===== config.mk =====
export PLATFORM = sky130hd
export DESIGN_NAME = sfx_beat_sequencer
export DESIGN_NICKNAME = d
export VERILOG_FILES = /design/src/rtl/sfx_beat_sequencer_pkg.sv /design/src/rtl/sfx_beat_sequencer_beat_tick.sv /design/src/rtl/sfx_beat_sequencer.sv
export SDC_FILE = /design/constraint.sdc
export NUM_CORES = 1
export LEC_CHECK = 0
export CAP_MARGIN = 20
export CORE_UTILIZATION = 39
export DETAILED_ROUTE_END_ITERATION = 10
export PLACE_DENSITY = 0.6
export SETUP_SLACK_MARGIN = 0.15
export SYNTH_ARGS = -nofsm -noshare
export SYNTH_HDL_FRONTEND = slang
export SYNTH_HIERARCHICAL = 1
export SYNTH_SLANG_ARGS = --single-unit

===== constraint.sdc =====
create_clock -name clk -period 4.6 [get_ports clk]
set_clock_uncertainty 0.1 [all_clocks]
set_input_delay 0.69 -clock clk [delete_from_list [all_inputs] [get_ports clk]]
set_output_delay 0.69 -clock clk [all_outputs]
set_load 0.1 [all_outputs]

===== src/rtl/sfx_beat_sequencer_pkg.sv =====
// Shared definitions for the sound-effect beat sequencer and the tone ROM.
// Keeping the beat table here means the ROM contents and the sequencer
// always agree on where each effect lives and where silence is.
package sfx_beat_sequencer_pkg;

    // Sequencer state encoding
    typedef enum logic [1:0] {
        ST_IDLE = 2'd0,
        ST_PLAY = 2'd1,
        ST_DONE = 2'd2
    } seq_state_t;

    // Effect identifiers (also the bit positions in the request vector)
    localparam logic SFX_GOAL = 1'b0;
    localparam logic SFX_HIT  = 1'b1;

    // Beat index parked on while silent; the ROM default entry must be silence here
    localparam logic [7:0] SFX_IDLE_BEAT = 8'd255;

    // Default beat rate: 0.25 s per beat at 100 MHz
    localparam int DEF_BEAT_DIV = 25_000_000;

    // Default ROM layout: first beat and length of each effect
    localparam logic [7:0] DEF_BASE0 = 8'd0;
    localparam logic [7:0] DEF_LEN0  = 8'd2;
    localparam logic [7:0] DEF_BASE1 = 8'd16;
    localparam logic [7:0] DEF_LEN1  = 8'd1;

    // Fixed-priority arbitration: goal always wins over hit
    function automatic logic arb_pick(input logic [1:0] pend);
        return pend[SFX_GOAL] ? SFX_GOAL : SFX_HIT;
    endfunction

endpackage


===== src/rtl/sfx_beat_sequencer_beat_tick.sv =====
// Beat-rate divider: counts 0..BEAT_DIV-1 and pulses tick on the terminal
// count. clear forces the count back to zero so a fresh effect always gets
// a full-length first beat.
module sfx_beat_sequencer_beat_tick #(
    parameter int BEAT_DIV = 4
) (
    input  logic clk,
    input  logic rst_n,
    input  logic clear,
    output logic tick
);

    localparam int              CW   = $clog2(BEAT_DIV);
    localparam logic [CW-1:0]   TERM = CW'(BEAT_DIV - 1);

    logic [CW-1:0] cnt_reg;
    logic [CW-1:0] cnt_next;

    // Next count: restart on clear or terminal count, otherwise increment
    always_comb begin
        cnt_next = cnt_reg;
        if (clear || (cnt_reg == TERM)) begin
            cnt_next = '0;
        end else begin
            cnt_next = cnt_reg + CW'(1);
        end
    end

    // Count register
    always_ff @(posedge clk or negedge rst_n) begin
        if (!rst_n) begin
            cnt_reg <= '0;
        end else begin
            cnt_reg <= cnt_next;
        end
    end

    assign tick = !clear && (cnt_reg == TERM);

endmodule


===== src/rtl/sfx_beat_sequencer.sv =====
// Sound-effect beat sequencer: arbitrates goal/hit requests, steps the tone
// ROM beat index at a fixed rate, and parks on a silent index when idle.
module sfx_beat_sequencer
    import sfx_beat_sequencer_pkg::*;
#(
    parameter int         BEAT_DIV  = DEF_BEAT_DIV,
    parameter logic [7:0] BASE0     = DEF_BASE0,
    parameter logic [7:0] LEN0      = DEF_LEN0,
    parameter logic [7:0] BASE1     = DEF_BASE1,
    parameter logic [7:0] LEN1      = DEF_LEN1,
    parameter logic [7:0] IDLE_BEAT = SFX_IDLE_BEAT
) (
    input  logic       clk,
    input  logic       rst_n,
    input  logic [1:0] req,
    input  logic       abort,
    output logic [7:0] beatnum,
    output logic       playing,
    output logic       grant,
    output logic       done
);

    // Per-effect ROM table, indexed by effect id
    logic [7:0] eff_base [2];
    logic [7:0] eff_len  [2];

    genvar gi;
    generate
        for (gi = 0; gi < 2; gi++) begin : g_tbl
            assign eff_base[gi] = (gi == 0) ? BASE0 : BASE1;
            assign eff_len[gi]  = (gi == 0) ? LEN0  : LEN1;
        end
    endgenerate

    seq_state_t state_reg,   state_next;
    logic [1:0] pending_reg, pending_next;
    logic [7:0] idx_reg,     idx_next;
    logic [7:0] beatnum_reg, beatnum_next;
    logic       playing_reg, playing_next;
    logic       grant_reg,   grant_next;
    logic       done_reg,    done_next;

    logic [1:0] pend_sampled;
    logic       grant_sel;
    logic       tick;
    logic       tick_clear;

    // A request arriving in IDLE is seen the same cycle, so it starts next cycle
    assign pend_sampled = pending_reg | req;
    assign grant_sel    = arb_pick(pend_sampled);

    // Divider only runs while an effect plays; it restarts from zero on entry
    assign tick_clear = abort || (state_reg != ST_PLAY);

    sfx_beat_sequencer_beat_tick #(
        .BEAT_DIV (BEAT_DIV)
    ) u_beat_tick (
        .clk   (clk),
        .rst_n (rst_n),
        .clear (tick_clear),
        .tick  (tick)
    );

    // Next-state, arbitration and registered-output computation
    always_comb begin
        state_next   = state_reg;
        pending_next = pending_reg | req;
        idx_next     = idx_reg;
        beatnum_next = beatnum_reg;
        playing_next = playing_reg;
        grant_next   = grant_reg;
        done_next    = 1'b0;

        if (abort) begin
            // Abort wins over everything, including a same-cycle request
            state_next   = ST_IDLE;
            pending_next = 2'b00;
            beatnum_next = IDLE_BEAT;
            playing_next = 1'b0;
        end else begin
            case (state_reg)
                ST_IDLE: begin
                    if (|pend_sampled) begin
                        state_next              = ST_PLAY;
                        grant_next              = grant_sel;
                        pending_next[grant_sel] = 1'b0;
                        idx_next                = 8'd0;
                        beatnum_next            = eff_base[grant_sel];
                        playing_next            = 1'b1;
                    end
                end
                ST_PLAY: begin
                    if (tick) begin
                        if (idx_reg == (eff_len[grant_reg] - 8'd1)) begin
                            state_next   = ST_DONE;
                            beatnum_next = IDLE_BEAT;
                            playing_next = 1'b0;
                            done_next    = 1'b1;
                        end else begin
                            idx_next     = idx_reg + 8'd1;
                            beatnum_next = eff_base[grant_reg] + idx_reg + 8'd1;
                        end
                    end
                end
                ST_DONE: begin
                    // One silent cycle with done high, then re-arbitrate from IDLE
                    state_next = ST_IDLE;
                end
                default: begin
                    state_next   = ST_IDLE;
                    beatnum_next = IDLE_BEAT;
                    playing_next = 1'b0;
                end
            endcase
        end
    end

    // State and output registers
    always_ff @(posedge clk or negedge rst_n) begin
        if (!rst_n) begin
            state_reg   <= ST_IDLE;
            pending_reg <= 2'b00;
            idx_reg     <= 8'd0;
            beatnum_reg <= IDLE_BEAT;
            playing_reg <= 1'b0;
            grant_reg   <= SFX_GOAL;
            done_reg    <= 1'b0;
        end else begin
            state_reg   <= state_next;
            pending_reg <= pending_next;
            idx_reg     <= idx_next;
            beatnum_reg <= beatnum_next;
            playing_reg <= playing_next;
            grant_reg   <= grant_next;
            done_reg    <= done_next;
        end
    end

    assign beatnum = beatnum_reg;
    assign playing = playing_reg;
    assign grant   = grant_reg;
    assign done    = done_reg;

endmodule

==> implementation parameters <==
Parameter                              Value

Logic synthesis
  Cell taking the most area after synthesis    dfrtp_1
  Synthesized area divided by synthesized cell count    9.71 µm²
  Total of warnings raised by yosys    6
  Largest cells by area after synthesis    dfrtp_1 (37%), dfstp_2 (7.7%), nor2_1 (5.2%)
  Count of distinct cell types in the synthesized netlist    58
  Cell area after synthesis    2730 µm²
  FFs w/ async S/R, synth    1.00
  Share of the yosys chip area belonging to registers    0.444
  Synthesized net count    289
  Number of synthesized flops with an enable pin    0
  Prevailing post-synth register cell    dfrtp_1
  Area share of the largest cell type after synthesis    0.367
  Total of flip-flops plus latches after synthesis    48
  Count of mapped cells out of synthesis    281

Detailed routing
  Number of detailed-routing iterations run before antenna repair    4
  Via total after detailed routing    2128
  Routed vias/inst    5.72
  Post-detailed-routing wire length    5.81 mm
  Number of DRC markers after the initial detailed-route iteration    138
  Routed wirelength normalized by instance count    15.6 µm
  Remaining number of nets flagged by the antenna check after routing    0
  Number of remaining DRC errors    0

Pwr
  Clock group share of total power    0.240
  LEAKAGE    1.17 nW
  Combinational power share    0.354
  Power per cell area    429 nW/µm²
  Share of power burned in registers    0.406
  Overall power of the completed layout    1.30 mW
  Internal Dissipation    0.768 mW
  Switching power summed over all nets    0.530 mW
  Switching Fraction    0.409
  Maximum vdd drop    0.000386 V

Floorplanning
  Core region area    6760 µm²
  Count of standard-cell rows    30
  Io pins    16
  Die Span Y    85.6 µm
  Initial core utilization    0.404
  Die Footprint    7330 µm²
  Die width    85.6 µm

Finish
  Final Util    0.448
  Share of post-route cells with drive strength above 1    0.185
  Diodes inserted    0
  Synth-to-Final Area Change    10.9%
  Largest register FFs    25
  Most used cells in the layout excluding fill and tap cells    dfrtp_1 (40), nor2_1 (38), nand2_1 (15)
  Nets    299
  Most common library cell in the layout ignoring fill and taps    dfrtp_1
  Count of placed standard cells in the final layout, fillers left out    372

STA
  Unrepaired setup endpoints after global routing    no
  Final clock period utilization by the worst path    0.647
  Hold violation total from the final report    0
  Transition time at the pin with the least slew margin    0.974 ns
  Normalized max-slew margin    0.348
  Minimum clock period    2.98 ns
  Count of pins over their slew limit    0
  Setup TNS Final    0 ns
  Number of failing setup endpoints in the final timing report    0
  Peak clock frequency supported by timing    336 MHz

Critical path
  Critical-path maximum fanout    8
  Arrival time of data at the critical path endpoint    3.12 ns
  Class of the most critical setup path    reg -> reg
  Required time of the critical path    4.74 ns
  Critical path capture point type    flop
  Source of the worst register-to-register timing path    u_beat_tick/cnt_reg[6]
  Beginning of the critical path    u_beat_tick/cnt_reg[6]
  Critical path startpoint category    flop

Global route
  Wire length of the first global-routing pass    10.1 mm
  Maximum number of pins on one net before global-route repair    36
  Number of antenna violations at the first check in global routing    0
  Via count of the first global-routing pass    2064
  GR Overflow Total    0
  Total track usage    0.174

CTS
  Resized Gates After CTS    0
  Number of CTS-inserted buffers    5
  Total clock sinks    48
  Clock latency reported for the late side of the worst-skew pair    0.31 ns
  Post-CTS setup repair buffer count    0
  Worst-path clk slew    0.10 ns
  CTS root buffer    clkbuf_8
  Cts hold-fix bufs    0
  Number of buffers on the longest clock path    2
  Total number of H-tree levels    2
  Clock tree from TritonCTS    done

Placed design
  Routability congestion estimate    0.775
  Detailed Place HPWL    4.02 mm
  Placed Cells incl. Taps    364
  IO Port Bufs    15

Job
  Max-capacitance violation count    0

Worst hold path
  Classification of the worst-slack hold path    in -> async

Run status
  Outcome    finished clean
routing by layer:
| layer | GRT usage | vias up | wire length [µm] |
|---|---|---|---|
| met3 | 0.0366 | 6 | 156 |
| met2 | 0.263 | 20 | 2500 |
| met4 | 0.0485 | 0 | 65 |
| li1 | - | 1055 | - |
| met1 | 0.252 | 1047 | 3090 |
| met5 | 0 | - | 0 |
worst paths after layout:
kind	end	slack [ns]	cells after the start
setup / recovery	beatnum[5]	1.62	8
hold / removal	grant	0.18	1
setup reg to reg	beatnum[5]	1.62	8
hold reg to reg	beatnum[7]	0.41	2
max in group asynchronous	beatnum[4]	3.65	2
min in group clk	beatnum[7]	0.41	2
layout make-up:
class                           instances  area [µm²]
Sequential cell                        48        1210
Fill cell                             671        3730
Timing Repair Buffer                   16         165
Tap cell                               80         100
Clock buffer                            5        68.8
Multi-Input combinational cell        211        1400
Inverter                                9        33.8
Clock inverter                          3        42.5
worst max-delay path, cell delays in order, from the launching register on:
cell and delay [ns]:
dfrtp_1 0.47, or4b_2 0.63, nor3_1 0.26, nand4_1 0.13, nor2_1 0.23, o21a_1 0.19
nor2_1 0.05, o21bai_1 0.57, o32a_1 0.28
power by group through the flow:
| stage | Sequential [mW] | Combinational (mW) | Clock (mW) |
|---|---|---|---|
| 2_1_floorplan | 0.726 | 0.166 | 0 |
| 3_3_place_gp | 0.535 | 0.454 | 0 |
| 3_5_place_dp | 0.534 | 0.459 | 0 |
| 4_1_cts | 0.527 | 0.461 | 0.320 |
| 5_1_grt | 0.534 | 0.489 | 0.342 |
| 6_report | 0.528 | 0.459 | 0.311 |
synthesized netlist by cell type (2+ instances only):
| cell type | instances |
|---|---|
| ha_1 | 3 |
| o22a_1 | 2 |
| nand2b_1 | 4 |
| nor3_1 | 10 |
| o22ai_1 | 2 |
| and3_1 | 3 |
| and3_2 | 3 |
| dfstp_2 | 8 |
| nor4_1 | 4 |
| or2_2 | 2 |
| nand2_1 | 15 |
| clkbuf_1 | 7 |
| nor2b_1 | 2 |
| or4_2 | 3 |
| xor2_1 | 6 |
| buf_2 | 3 |
| nor3b_1 | 2 |
| dfrtp_1 | 40 |
| buf_6 | 2 |
| mux2_2 | 5 |
| o21ai_0 | 9 |
| o31ai_1 | 7 |
| and4_1 | 3 |
| nor2_1 | 38 |
| or3_1 | 6 |
| or4_1 | 7 |
| nand4_1 | 7 |
| nand3_1 | 10 |
| or3_2 | 2 |
| or4_4 | 3 |
| and2_1 | 3 |
| inv_1 | 9 |
| o22a_2 | 5 |
| a21oi_1 | 14 |
| xnor2_1 | 9 |
logic make-up after synthesis:
kind of cell | count (synthesis) | synth area share
AND/OR/NAND/NOR | 136 | 0.294
adder cells (fa/ha/maj) | 3 | 0.0138
buffers and inverters | 22 | 0.0413
AO/OA/AOI/OAI | 51 | 0.133
flip-flops | 48 | 0.444
XOR/XNOR | 15 | 0.0482
multiplexers | 6 | 0.0261
stage by stage:
step	hold slack (ns)	cell area, µm²	setup slack, ns
after global placement	0.389	2890	1.51
after detailed placement	0.389	2910	1.45
after global routing	0.186	3030	1.41
after CTS	0.183	3030	1.63
after floorplan	0.294	2730	1.86
final	0.180	3030	1.62
Power figures use the tool's default switching activity.
